**src/rtl/toy_pkg.sv**
```systemverilog
// Shared constants and types for the toy fetch/decode front end:
// instruction field positions, opcodes, FSM encoding and pipeline-register layouts.
package toy_pkg;

    localparam int unsigned XLen  = 32;
    localparam int unsigned AddrW = 30;
    localparam int unsigned RegAw = 5;

    localparam int unsigned OpcodeHi = 31;
    localparam int unsigned OpcodeLo = 27;
    localparam int unsigned RaHi     = 26;
    localparam int unsigned RaLo     = 22;
    localparam int unsigned RbHi     = 21;
    localparam int unsigned RbLo     = 17;
    localparam int unsigned RcHi     = 16;
    localparam int unsigned RcLo     = 12;
    localparam int unsigned Imm17Hi  = 16;
    localparam int unsigned Imm22Hi  = 21;
    localparam int unsigned ShamtHi  = 4;

    localparam logic [4:0] OpAddi = 5'd0,  OpAndi = 5'd1,  OpOri  = 5'd2,  OpMovi = 5'd3,
                           OpAdd  = 5'd4,  OpSub  = 5'd5,  OpNeg  = 5'd6,  OpNot  = 5'd7,
                           OpAnd  = 5'd8,  OpOr   = 5'd9,  OpXor  = 5'd10, OpLsr  = 5'd11,
                           OpAsr  = 5'd12, OpShl  = 5'd13, OpRor  = 5'd14, OpBr   = 5'd15,
                           OpBrl  = 5'd16, OpJ    = 5'd17, OpJl   = 5'd18, OpLd   = 5'd19,
                           OpLdr  = 5'd20, OpSt   = 5'd21, OpStr  = 5'd22;

    localparam logic [1:0] StRst = 2'd0, StStart = 2'd1, StRun = 2'd2;

    typedef struct packed {
        logic [4:0]       op;
        logic [RegAw-1:0] dest;
        logic             wen;
        logic             is_load;
        logic [RegAw-1:0] ra0;
        logic [RegAw-1:0] ra1;
        logic [XLen-1:0]  imm;
    } dec_t;

    typedef struct packed {
        logic             valid;
        logic [XLen-1:0]  instr;
        logic [AddrW-1:0] iaddr;
    } ifid_t;

    typedef struct packed {
        logic             valid;
        logic [4:0]       op;
        logic [XLen-1:0]  instr;
        logic [AddrW-1:0] iaddr;
        logic [RegAw-1:0] dest;
        logic             wen;
        logic             is_load;
        logic [XLen-1:0]  vala;
        logic [XLen-1:0]  valb;
        logic [XLen-1:0]  imm;
    } idex_t;

    function automatic logic [XLen-1:0] sext17(input logic [16:0] v);
        return {{(XLen-17){v[16]}}, v};
    endfunction

    function automatic logic [XLen-1:0] sext22(input logic [21:0] v);
        return {{(XLen-22){v[21]}}, v};
    endfunction

endpackage

```
**src/rtl/toy_frontend_if.sv**
```systemverilog
// Fetch, redirect, register-file and ID/EX signals of the toy front end.
interface toy_frontend_if;
    import toy_pkg::*;

    logic             IREQ;
    logic [AddrW-1:0] IADDR;
    logic [XLen-1:0]  INSTR;
    logic             REDIR_VALID;
    logic [AddrW-1:0] REDIR_PC;
    logic [RegAw-1:0] RA0;
    logic [RegAw-1:0] RA1;
    logic [XLen-1:0]  DOUT0;
    logic [XLen-1:0]  DOUT1;
    logic             WB_WEN;
    logic [RegAw-1:0] WB_WA;
    logic [XLen-1:0]  WB_DI;
    logic             ID_VALID;
    logic [4:0]       ID_OP;
    logic [XLen-1:0]  ID_INSTR;
    logic [AddrW-1:0] ID_IADDR;
    logic [RegAw-1:0] ID_DEST;
    logic             ID_WEN;
    logic [XLen-1:0]  ID_VALA;
    logic [XLen-1:0]  ID_VALB;
    logic [XLen-1:0]  ID_IMM;
    logic             STALL;

    modport master (
        output IREQ, IADDR, RA0, RA1, STALL,
        output ID_VALID, ID_OP, ID_INSTR, ID_IADDR, ID_DEST, ID_WEN, ID_VALA, ID_VALB, ID_IMM,
        input  INSTR, REDIR_VALID, REDIR_PC, DOUT0, DOUT1, WB_WEN, WB_WA, WB_DI
    );

    modport slave (
        input  IREQ, IADDR, RA0, RA1, STALL,
        input  ID_VALID, ID_OP, ID_INSTR, ID_IADDR, ID_DEST, ID_WEN, ID_VALA, ID_VALB, ID_IMM,
        output INSTR, REDIR_VALID, REDIR_PC, DOUT0, DOUT1, WB_WEN, WB_WA, WB_DI
    );

endinterface

```
**src/rtl/toy_decode.sv**
```systemverilog
// Combinational instruction decoder: register read addresses, immediate
// selection and write-enable for the instruction held in IF/ID.
module toy_decode
    import toy_pkg::*;
(
    input  logic [XLen-1:0] instr,
    input  logic            valid,
    output dec_t            dec
);

    logic [4:0] opc;

    assign opc = instr[OpcodeHi:OpcodeLo];

    always_comb begin
        dec      = '0;
        dec.op   = opc;
        dec.dest = instr[RaHi:RaLo];
        dec.ra0  = instr[RbHi:RbLo];
        dec.ra1  = instr[RcHi:RcLo];
        dec.imm  = sext17(instr[Imm17Hi:0]);

        // Stores and conditional branches read ra as their second operand.
        case (opc)
            OpSt, OpStr, OpBr, OpBrl: dec.ra1 = instr[RaHi:RaLo];
            default: ;
        endcase

        case (opc)
            OpJ, OpJl, OpLdr, OpStr:    dec.imm = sext22(instr[Imm22Hi:0]);
            OpLsr, OpAsr, OpShl, OpRor: dec.imm = {{(XLen-ShamtHi-1){1'b0}}, instr[ShamtHi:0]};
            default: ;
        endcase

        case (opc)
            OpAddi, OpAndi, OpOri, OpMovi, OpAdd, OpSub, OpNeg, OpNot, OpAnd, OpOr, OpXor,
            OpLsr, OpAsr, OpShl, OpRor, OpBrl, OpJl, OpLd, OpLdr: dec.wen = valid;
            default: dec.wen = 1'b0;
        endcase

        dec.is_load = valid && ((opc == OpLd) || (opc == OpLdr));
    end

endmodule

```
**src/rtl/toy_frontend.sv**
```systemverilog
// Two-stage fetch/decode front end: PC and start-up FSM, IF/ID and ID/EX registers,
// load-use stall, EX redirect and write-back bypass.
module toy_frontend
    import toy_pkg::*;
(
    input  logic           CLK,
    input  logic           RSTN,
    toy_frontend_if.master bus
);

    logic [1:0]       state_q, state_d;
    logic [AddrW-1:0] pc_q, pc_d;
    ifid_t            ifid_q, ifid_d;
    idex_t            idex_q, idex_d;
    dec_t             dec;
    logic             fetching;
    logic             redir;
    logic             hazard;
    logic             stall;

    toy_decode u_decode (
        .instr (ifid_q.instr),
        .valid (ifid_q.valid),
        .dec   (dec)
    );

    assign fetching = (state_q != StRst);
    assign redir    = fetching && bus.REDIR_VALID;

    // Both read ports are compared; an unneeded stall only costs a cycle.
    assign hazard = ifid_q.valid && idex_q.valid && idex_q.is_load && idex_q.wen &&
                    ((idex_q.dest == dec.ra0) || (idex_q.dest == dec.ra1));
    assign stall  = hazard && !redir;

    always_comb begin
        state_d = state_q;
        unique case (state_q)
            StRst:   state_d = StStart;
            StStart: state_d = StRun;
            default: state_d = StRun;
        endcase
    end

    always_comb begin
        pc_d = pc_q;
        if (redir) begin
            pc_d = bus.REDIR_PC;
        end else if (fetching && !stall) begin
            pc_d = pc_q + AddrW'(1);
        end
    end

    always_comb begin
        ifid_d = ifid_q;
        if (redir || !fetching) begin
            ifid_d = '0;
        end else if (!stall) begin
            ifid_d.valid = 1'b1;
            ifid_d.instr = bus.INSTR;
            ifid_d.iaddr = pc_q;
        end
    end

    always_comb begin
        idex_d = '0;
        if (ifid_q.valid && !stall && !redir) begin
            idex_d.valid   = 1'b1;
            idex_d.op      = dec.op;
            idex_d.instr   = ifid_q.instr;
            idex_d.iaddr   = ifid_q.iaddr;
            idex_d.dest    = dec.dest;
            idex_d.wen     = dec.wen;
            idex_d.is_load = dec.is_load;
            idex_d.imm     = dec.imm;
            idex_d.vala    = (bus.WB_WEN && (bus.WB_WA == dec.ra0)) ? bus.WB_DI : bus.DOUT0;
            idex_d.valb    = (bus.WB_WEN && (bus.WB_WA == dec.ra1)) ? bus.WB_DI : bus.DOUT1;
        end
    end

    always_ff @(posedge CLK or negedge RSTN) begin
        if (!RSTN) begin
            state_q <= StRst;
            pc_q    <= '0;
            ifid_q  <= '0;
            idex_q  <= '0;
        end else begin
            state_q <= state_d;
            pc_q    <= pc_d;
            ifid_q  <= ifid_d;
            idex_q  <= idex_d;
        end
    end

    assign bus.IREQ     = fetching;
    assign bus.IADDR    = pc_q;
    assign bus.RA0      = dec.ra0;
    assign bus.RA1      = dec.ra1;
    assign bus.STALL    = stall;
    assign bus.ID_VALID = idex_q.valid;
    assign bus.ID_OP    = idex_q.op;
    assign bus.ID_INSTR = idex_q.instr;
    assign bus.ID_IADDR = idex_q.iaddr;
    assign bus.ID_DEST  = idex_q.dest;
    assign bus.ID_WEN   = idex_q.wen;
    assign bus.ID_VALA  = idex_q.vala;
    assign bus.ID_VALB  = idex_q.valb;
    assign bus.ID_IMM   = idex_q.imm;

endmodule

```
**src/flat_wrapper.sv**
```systemverilog
// flat-port wrapper written by rule: the top's interface ports become plain ports
module toy_frontend_flat import toy_pkg::*;
  (CLK, RSTN, bus_IREQ, bus_IADDR, bus_RA0, bus_RA1, bus_STALL, bus_ID_VALID, bus_ID_OP, bus_ID_INSTR, bus_ID_IADDR, bus_ID_DEST, bus_ID_WEN, bus_ID_VALA, bus_ID_VALB, bus_ID_IMM, bus_INSTR, bus_REDIR_VALID, bus_REDIR_PC, bus_DOUT0, bus_DOUT1, bus_WB_WEN, bus_WB_WA, bus_WB_DI);
  toy_frontend_if bus_i ();
  input  logic CLK;
  input  logic RSTN;
  output wire logic [$bits(bus_i.IREQ)-1:0] bus_IREQ;
  output wire logic [$bits(bus_i.IADDR)-1:0] bus_IADDR;
  output wire logic [$bits(bus_i.RA0)-1:0] bus_RA0;
  output wire logic [$bits(bus_i.RA1)-1:0] bus_RA1;
  output wire logic [$bits(bus_i.STALL)-1:0] bus_STALL;
  output wire logic [$bits(bus_i.ID_VALID)-1:0] bus_ID_VALID;
  output wire logic [$bits(bus_i.ID_OP)-1:0] bus_ID_OP;
  output wire logic [$bits(bus_i.ID_INSTR)-1:0] bus_ID_INSTR;
  output wire logic [$bits(bus_i.ID_IADDR)-1:0] bus_ID_IADDR;
  output wire logic [$bits(bus_i.ID_DEST)-1:0] bus_ID_DEST;
  output wire logic [$bits(bus_i.ID_WEN)-1:0] bus_ID_WEN;
  output wire logic [$bits(bus_i.ID_VALA)-1:0] bus_ID_VALA;
  output wire logic [$bits(bus_i.ID_VALB)-1:0] bus_ID_VALB;
  output wire logic [$bits(bus_i.ID_IMM)-1:0] bus_ID_IMM;
  input wire logic [$bits(bus_i.INSTR)-1:0] bus_INSTR;
  input wire logic [$bits(bus_i.REDIR_VALID)-1:0] bus_REDIR_VALID;
  input wire logic [$bits(bus_i.REDIR_PC)-1:0] bus_REDIR_PC;
  input wire logic [$bits(bus_i.DOUT0)-1:0] bus_DOUT0;
  input wire logic [$bits(bus_i.DOUT1)-1:0] bus_DOUT1;
  input wire logic [$bits(bus_i.WB_WEN)-1:0] bus_WB_WEN;
  input wire logic [$bits(bus_i.WB_WA)-1:0] bus_WB_WA;
  input wire logic [$bits(bus_i.WB_DI)-1:0] bus_WB_DI;
  assign bus_IREQ = bus_i.IREQ;
  assign bus_IADDR = bus_i.IADDR;
  assign bus_RA0 = bus_i.RA0;
  assign bus_RA1 = bus_i.RA1;
  assign bus_STALL = bus_i.STALL;
  assign bus_ID_VALID = bus_i.ID_VALID;
  assign bus_ID_OP = bus_i.ID_OP;
  assign bus_ID_INSTR = bus_i.ID_INSTR;
  assign bus_ID_IADDR = bus_i.ID_IADDR;
  assign bus_ID_DEST = bus_i.ID_DEST;
  assign bus_ID_WEN = bus_i.ID_WEN;
  assign bus_ID_VALA = bus_i.ID_VALA;
  assign bus_ID_VALB = bus_i.ID_VALB;
  assign bus_ID_IMM = bus_i.ID_IMM;
  assign bus_i.INSTR = bus_INSTR;
  assign bus_i.REDIR_VALID = bus_REDIR_VALID;
  assign bus_i.REDIR_PC = bus_REDIR_PC;
  assign bus_i.DOUT0 = bus_DOUT0;
  assign bus_i.DOUT1 = bus_DOUT1;
  assign bus_i.WB_WEN = bus_WB_WEN;
  assign bus_i.WB_WA = bus_WB_WA;
  assign bus_i.WB_DI = bus_WB_DI;
  toy_frontend u_core (.CLK(CLK), .RSTN(RSTN), .bus(bus_i));
endmodule
```
**config.mk**
```make
export PLATFORM = sky130hd
export DESIGN_NAME = toy_frontend_flat
export DESIGN_NICKNAME = d
export VERILOG_FILES = /design/src/rtl/toy_pkg.sv /design/src/rtl/toy_frontend_if.sv /design/src/rtl/toy_decode.sv /design/src/rtl/toy_frontend.sv /design/src/flat_wrapper.sv
export SDC_FILE = /design/constraint.sdc
export NUM_CORES = 1
export LEC_CHECK = 0
export ABC_AREA = 1
export CAP_MARGIN = 20
export CORE_MARGIN = 5
export CORE_UTILIZATION = 53
export CTS_CLUSTER_SIZE = 25
export DETAILED_ROUTE_END_ITERATION = 8
export PLACE_DENSITY = 0.87
export SLEW_MARGIN = 20
export SYNTH_ARGS = -nofsm -noshare
export SYNTH_HDL_FRONTEND = slang
export SYNTH_HIERARCHICAL = 1
export SYNTH_SLANG_ARGS = --single-unit
export TNS_END_PERCENT = 30
```
**constraint.sdc**
```tcl
create_clock -name CLK -period 3.89 [get_ports CLK]
set_input_delay 1.167 -clock CLK [delete_from_list [all_inputs] [get_ports CLK]]
set_output_delay 1.167 -clock CLK [all_outputs]
set_load 0.02 [all_outputs]
```
## Yosys cells after proc, flatten, opt, wreduce, memory -nomap -nowiden

Cells that the tools add are included.

- Equal/unequal tests: 27
- Add/subtract/negate cells: 1
- Reduce and logical (&&, ||, !) cells: 26
- Muxes and demuxes: 11

Operator list:

| operator | count |
|---|---|
| $mux 171 | 1 |
| $mux 63 | 2 |
| $mux 32 | 2 |
| $pmux 32 s2 | 1 |
| $mux 30 | 2 |
| $eq 5x4->1 const B | 8 |
| $eq 5x5->1 const B | 7 |
| $add 30x1->30 const B | 1 |
| $eq 5x3->1 const B | 4 |
| $eq 5x5->1 | 4 |
| $reduce_or 19->1 | 1 |
| $logic_and 1x1->1 | 12 |
| $reduce_or 4->1 | 3 |
| $eq 5x2->1 const B | 2 |
| $eq 5x1->1 const B | 1 |
| $logic_not 5->1 | 1 |
| $mux 5 | 1 |
| $reduce_bool 2->1 | 2 |
| $logic_not 1->1 | 3 |
| $logic_or 1x1->1 | 3 |
| $logic_not 2->1 | 1 |
| $mux 2 | 1 |
| $ne 2x2->1 const B | 1 |
| $mux 1 | 1 |

- Flip-flop bits (word level): 266
- Word-level logic and storage cells: 80
- Output and inout bits: 212

## Logic depth before layout (Yosys ltp)

- Depth after elaboration: 11
- Depth in mapped cells: 19
- Depth with buffers taken out: 18

## Cells and area by module

Netlist, hierarchy kept.

Modules (own cells, without submodules):

| module | cells an instance | area an instance (sq um) | times used |
|---|---|---|---|
| toy_frontend | 1,556 | 12,663.4 | 1 |
| toy_decode | 115 | 713.2 | 1 |

## Worst setup path before layout

No wires, ideal clock.

- Path type: input-to-output
- Start: input port bus_REDIR_VALID
- End: output port bus_STALL
- Slack: 502 ps
- Buffers on the path: 1
- Data required time: 2,723 ps
- Stages: 4
- Data arrival time: 2,221 ps
- Path through: nand2_2 -> clkbuf_1 -> nand2_1 -> a211oi_1

- Longest elaborated chain between the ends: 3

RTL lines:

| item | line | text |
|---|---|---|
| from (decl) | flat_wrapper.sv:22 | `input wire logic [$bits(bus_i.REDIR_VALID)-1:0] bus_REDIR_VALID;` |
| $logic_and 1x1->1 | toy_frontend.sv:28 | `assign redir = fetching && bus.REDIR_VALID;` |
| $logic_not 1->1 | toy_frontend.sv:33 | `assign stall = hazard && !redir;` |
| $logic_and 1x1->1 | toy_frontend.sv:33 |  |
| to (decl) | flat_wrapper.sv:11 | `output wire logic [$bits(bus_i.STALL)-1:0] bus_STALL;` |

No other way between the ends.

## Worst setup path in the final report

- Start: register u_core/ifid_q[59] (netlist bit)
- End: output port bus_STALL

- Longest elaborated chain between the ends: 7

RTL lines:

| item | line | text |
|---|---|---|
| from (decl) | toy_frontend.sv:13 | `ifid_t ifid_q, ifid_d;` |
| from (signal assigned) | toy_frontend.sv:89 | `ifid_q <= ifid_d;` |
| $eq 5x5->1 / $eq 5x4->1 (equally long branches) | toy_decode.sv:24 | `case (opc)` |
| $reduce_or 4->1 (*) | toy_decode.sv:24 |  |
| $mux 5 (*) | toy_decode.sv:24 |  |
| $eq 5x5->1 (*) | toy_frontend.sv:32 | `((idex_q.dest == dec.ra0) \|\| (idex_q.dest == dec.ra1));` |
| $logic_or 1x1->1 (*) | toy_frontend.sv:32 |  |
| $logic_and 1x1->1 (*) | toy_frontend.sv:31 | `assign hazard = ifid_q.valid && idex_q.valid && idex_q.is_load && idex_q.wen &&` |
| $logic_and 1x1->1 (*) | toy_frontend.sv:33 |  |

Mark *: on every way between the ends. The rest lies on a longest branch, timed or not.

==> results summary <==
Summing all non-filler instances in the final layout gives an area of 17100 sq um. The largest net degree at the start of global routing came out at 86. The fmax came out at 265 MHz. Clock-pin slew was measured on the worst setup and hold paths at 0.06 ns.

The final cell count without fillers is 2205. The post-synthesis net count is 1839. In this design, the largest share of critical-path delay is due to simple AND/OR/NAND/NOR gates. The average wire length per cell after detail routing is 17.7 um.

The sum of routed wire length over all layers is 38900 um. Power spread over the standard cell area amounts to 395 nW/um^2. TritonCTS built the clock tree. The final count of negative-setup-slack endpoints came out at 0. The number of placement rows is 58. Compared with the post-synthesis result, the final layout area differs by 27.6%. The worst hold margin came out at 0.493 ns.

The longest clock path from root to sink contains 3 buffers. After global routing the overflow that remains totals 0. Across the routed clock network, the largest skew measured is 0.0135 ns. The total of warnings raised by yosys is 6. The CTS sink count came out at 266. Of the cells placed in the final design, the portion with a size suffix greater than 1 is 0.0728. Of the available clock period, the critical path in the final layout requires 0.969. The die covers 28500 sq um.

The data required time of the critical path came out at 2.72 ns. The die outline width came out at 169 um. The iteration count of the initial detailed-routing pass came out at 6. Yosys attributes the largest share of cell area to dfrtp_1 (50%), buf_4 (12%), nand2_1 (9.8%), inv_1 (6.8%), nor2_1 (6.4%). The worst reg2reg path depth came out at 19.

In this run the number of H-tree levels came out at 1. Dividing the synthesized area by the synthesized cell count gives 8.01 sq um. Using the TritonRoute via totals, the vias-per-cell ratio works out to 4.99. The worst register-to-register path begins at u_core/ifid_q[59]. The cell depth of the worst min-delay path is 2. The total number of nets in the final design came out at 2015. The most prevalent standard cell on the critical path is nand2_1. The async set or reset register ratio after synthesis came out at 1.00. The area of the core is 25000 sq um. The worst setup path is launched from a flip-flop.

The later-pin clock latency in the skew report is 0.54 ns. The cell area after synthesis came out at 13400 sq um. The type of the setup path with the least slack is reg2out.

The final number of hold-violating endpoints is 0. The post-route antenna net violation count is 0. The number of global-route vias before repair came to 11309. The number of pins exceeding their max-slew limit in the final report came to 0. The count of buffers inserted at the top-level ports is 378. The routed via count came out at 10995. The number of antenna violations at the first check in global routing came to 6. The first-pass GRT wire length is 60400 um. In the synthesized netlist the dominant register cell turns out to be dfrtp_1. The endpoint identified for the worst register-to-register timing path is u_core/bus.ID_IADDR[3]. The die boundary height came out at 169 um.

The signal on the critical path passes through inv_1 -> nand3_1 -> nor2_2 -> nor2_4 -> nand2_4 -> nand2_1 -> nand2_2 -> inv_1 -> nand2_1 -> nand2_1 -> nor2_1 -> nand3_1 -> a211oi_2 -> buf_4 -> buf_2. The sum of buffers and inverters on the critical path is 4. The sequential cell area fraction in the yosys report is 0.498. The normalized max-slew margin is 0.440.

Among all cell types in the netlist, the one instantiated most often is nand2_1. The total clock buffers created by CTS is 29. Sorting the synthesized cells by how often they occur yields nand2_1 (348), dfrtp_1 (266), inv_1 (244). The number of enable flip-flop cells after synthesis is 0.

The top-level port count is 379. CTS placed an instance of clkbuf_16 at the clock tree root. Synthesis handed over a netlist of 1671 instances. The global routing usage summed across all routing layers is 0.263. After detailed routing, the number of remaining DRC violations is 0. The slowest stage of the critical path is the dfrtp_2 cell.

The portion of synthesized cell area occupied by the leading cell type is 0.498. The maximum single-stage delay on the critical path came out at 0.45 ns. For this run, the share of the core covered by cells in the final layout is 0.682.

The path with the worst hold slack has its endpoint at u_core/bus.ID_IADDR[25]. The clock period could shrink to 3.77 ns. The setup slack on the worst flop-to-flop path came out at 1.00 ns. The leakage power came out at 8.46 nW.

The biggest area contributor in the post-synthesis netlist is dfrtp_1. The flow ran to the end, and the final reports show no timing, DRC or antenna violations. The number of fill cells came out at 1922. The initial utilization of the core area, before any placement, comes to 0.534. The origin of the worst min-delay path is u_core/ifid_q[25]. After legalization and detailed placement, the total HPWL measured 27600 um. The detailed router finished its first iteration with 963 violations. The total placed cells including tap cells is 2141. The placed cell area came out at 16100 sq um. In this run the worst path has a maximum fanout of 7. Summing all flip-flop and latch instances after layout gives 6660 sq um. Across the run, the number of max-cap violations was 0. The multi-input combinational cells in the finished layout cover a total of 3990 sq um. The number of different library cells used by synthesis comes to 39. STA classifies the critical path endpoint as a primary output. The worst hold path belongs to the class reg2reg.

STA puts the critical path data arrival time at 2.60 ns. The worst-case vdd ir drop is 0.000356 V. The placer's final routability congestion estimate came out at 0.914. The flop and latch count out of synthesis came out at 266. The slew of the pin with the lowest slew margin came out at 0.835 ns.
-- how the worst max path moves through the flow --
stage	start	to	slack, ns	cells after the start
after floorplan	bus_REDIR_VALID	bus_STALL	0.50	4
after global placement	bus_REDIR_VALID	bus_STALL	-0.14	6
after detailed placement	bus_REDIR_VALID	bus_STALL	-0.15	6
after CTS	u_core/ifid_q[60]	bus_STALL	0.04	15
after global routing	u_core/ifid_q[59]	bus_STALL	-0.03	15
final	u_core/ifid_q[59]	bus_STALL	0.12	15
-- power breakdown --
part / internal [mW] / total [mW] / switching, mW
registers: 2.90 / 3.02 / 0.121
logic: 0.475 / 1.03 / 0.559
clock network: 1.57 / 2.68 / 1.12
-- layout by cell type (no fill, tap or decap), drive strengths merged, types with 2 or more instances in the layout --
| cell type | n |
|---|---|
| clkdlybuf4s50 | 376 |
| nand2 | 364 |
| dfrtp | 266 |
| inv | 259 |
| nor2 | 231 |
| o21ai | 148 |
| nand3 | 93 |
| clkbuf | 39 |
| buf | 27 |
| clkinv | 12 |
| nand3b | 11 |
| diode | 7 |
| xor2 | 7 |
| or2 | 7 |
| a21oi | 4 |
| nand4 | 4 |
| mux2i | 4 |
| xnor2 | 3 |
| nor3 | 2 |
| o21bai | 2 |
-- routing by layer --
layer	vias to the layer above	track usage	wire, um
met1	5185	0.312	14200
met4	0	0.114	1840
met3	116	0.0724	3740
li1	5193	-	-
met5	-	0	0
met2	501	0.450	19200
-- metrics by stage --
stage / setup WS, ns / setup TNS, ns / power [mW]
after floorplan: 0.502 / 0 / 3.61
after global placement: -0.141 / -0.141 / 4.05
after detailed placement: -0.145 / -0.145 / 4.08
after CTS: 0.0431 / 0 / 6.78
after global routing: -0.0322 / -0.0322 / 7.02
final: 0.122 / 0 / 6.73
-- flip-flops by register name, indices dropped and copies added (netlist names) --
register             cells
u_core/bus.ID_VALA      32
u_core/state_q           2
u_core/bus.ID_IADDR     30
u_core/bus.ID_IMM       32
u_core/bus.ID_OP         5
u_core/bus.ID_INSTR     32
u_core/bus.ID_DEST       5
u_core/bus.ID_VALID      1
u_core/bus.IADDR        30
u_core/ifid_q           63
u_core/bus.ID_WEN        1
u_core/bus.ID_VALB      32
u_core/idex_q            1
-- repair_timing --
item                                    CTS  global route
endpoints found under the setup margin    1             1
pin swaps                                 2             3
gates resized for setup                   9             6
setup buffers                             2             3
gates cloned                              0             0
hold buffers                              0             0
-- area by class of cell --
class,instances,share of cell area
multi-input cells,887,0.234
well taps,330,0.0242
clock inverters,13,0.00631
repair buffers,403,0.238
diodes,7,0.00103
clock buffers,39,0.0488
inverters,260,0.0573
flip-flops and latches,266,0.390
-- worst reg2reg max path: stages, from the launching register on --
cell and delay (ns):
dfrtp_2 0.45, inv_1 0.10, nand3_1 0.12, nor2_2 0.15, nor2_4 0.07, nand2_4 0.08
nand2_1 0.06, nand2_2 0.09, inv_1 0.06, nand2_1 0.05, nand2_1 0.05, nor2_1 0.12
nand3_1 0.13, buf_4 0.16, nand2_1 0.09, nand3_2 0.10, buf_4 0.25, nand3_4 0.13
buf_12 0.30, nor2_1 0.20
-- cell families (layout without fill, tap and decap cells) --
group | count (synthesis) | after routing | share of synthesized area
DFF | 266 | 266 | 0.498
buffers and inverters | 518 | 715 | 0.206
xor gates and xnor gates | 10 | 10 | 0.00655
other | 0 | 7 | 0
muxes | 4 | 4 | 0.00299
AOI/OAI and AO/OA | 159 | 159 | 0.0615
adders and majority gates | 1 | 1 | 0.000935
and+or+nand+nor | 713 | 713 | 0.224
(Power assumes the default switching activity.)
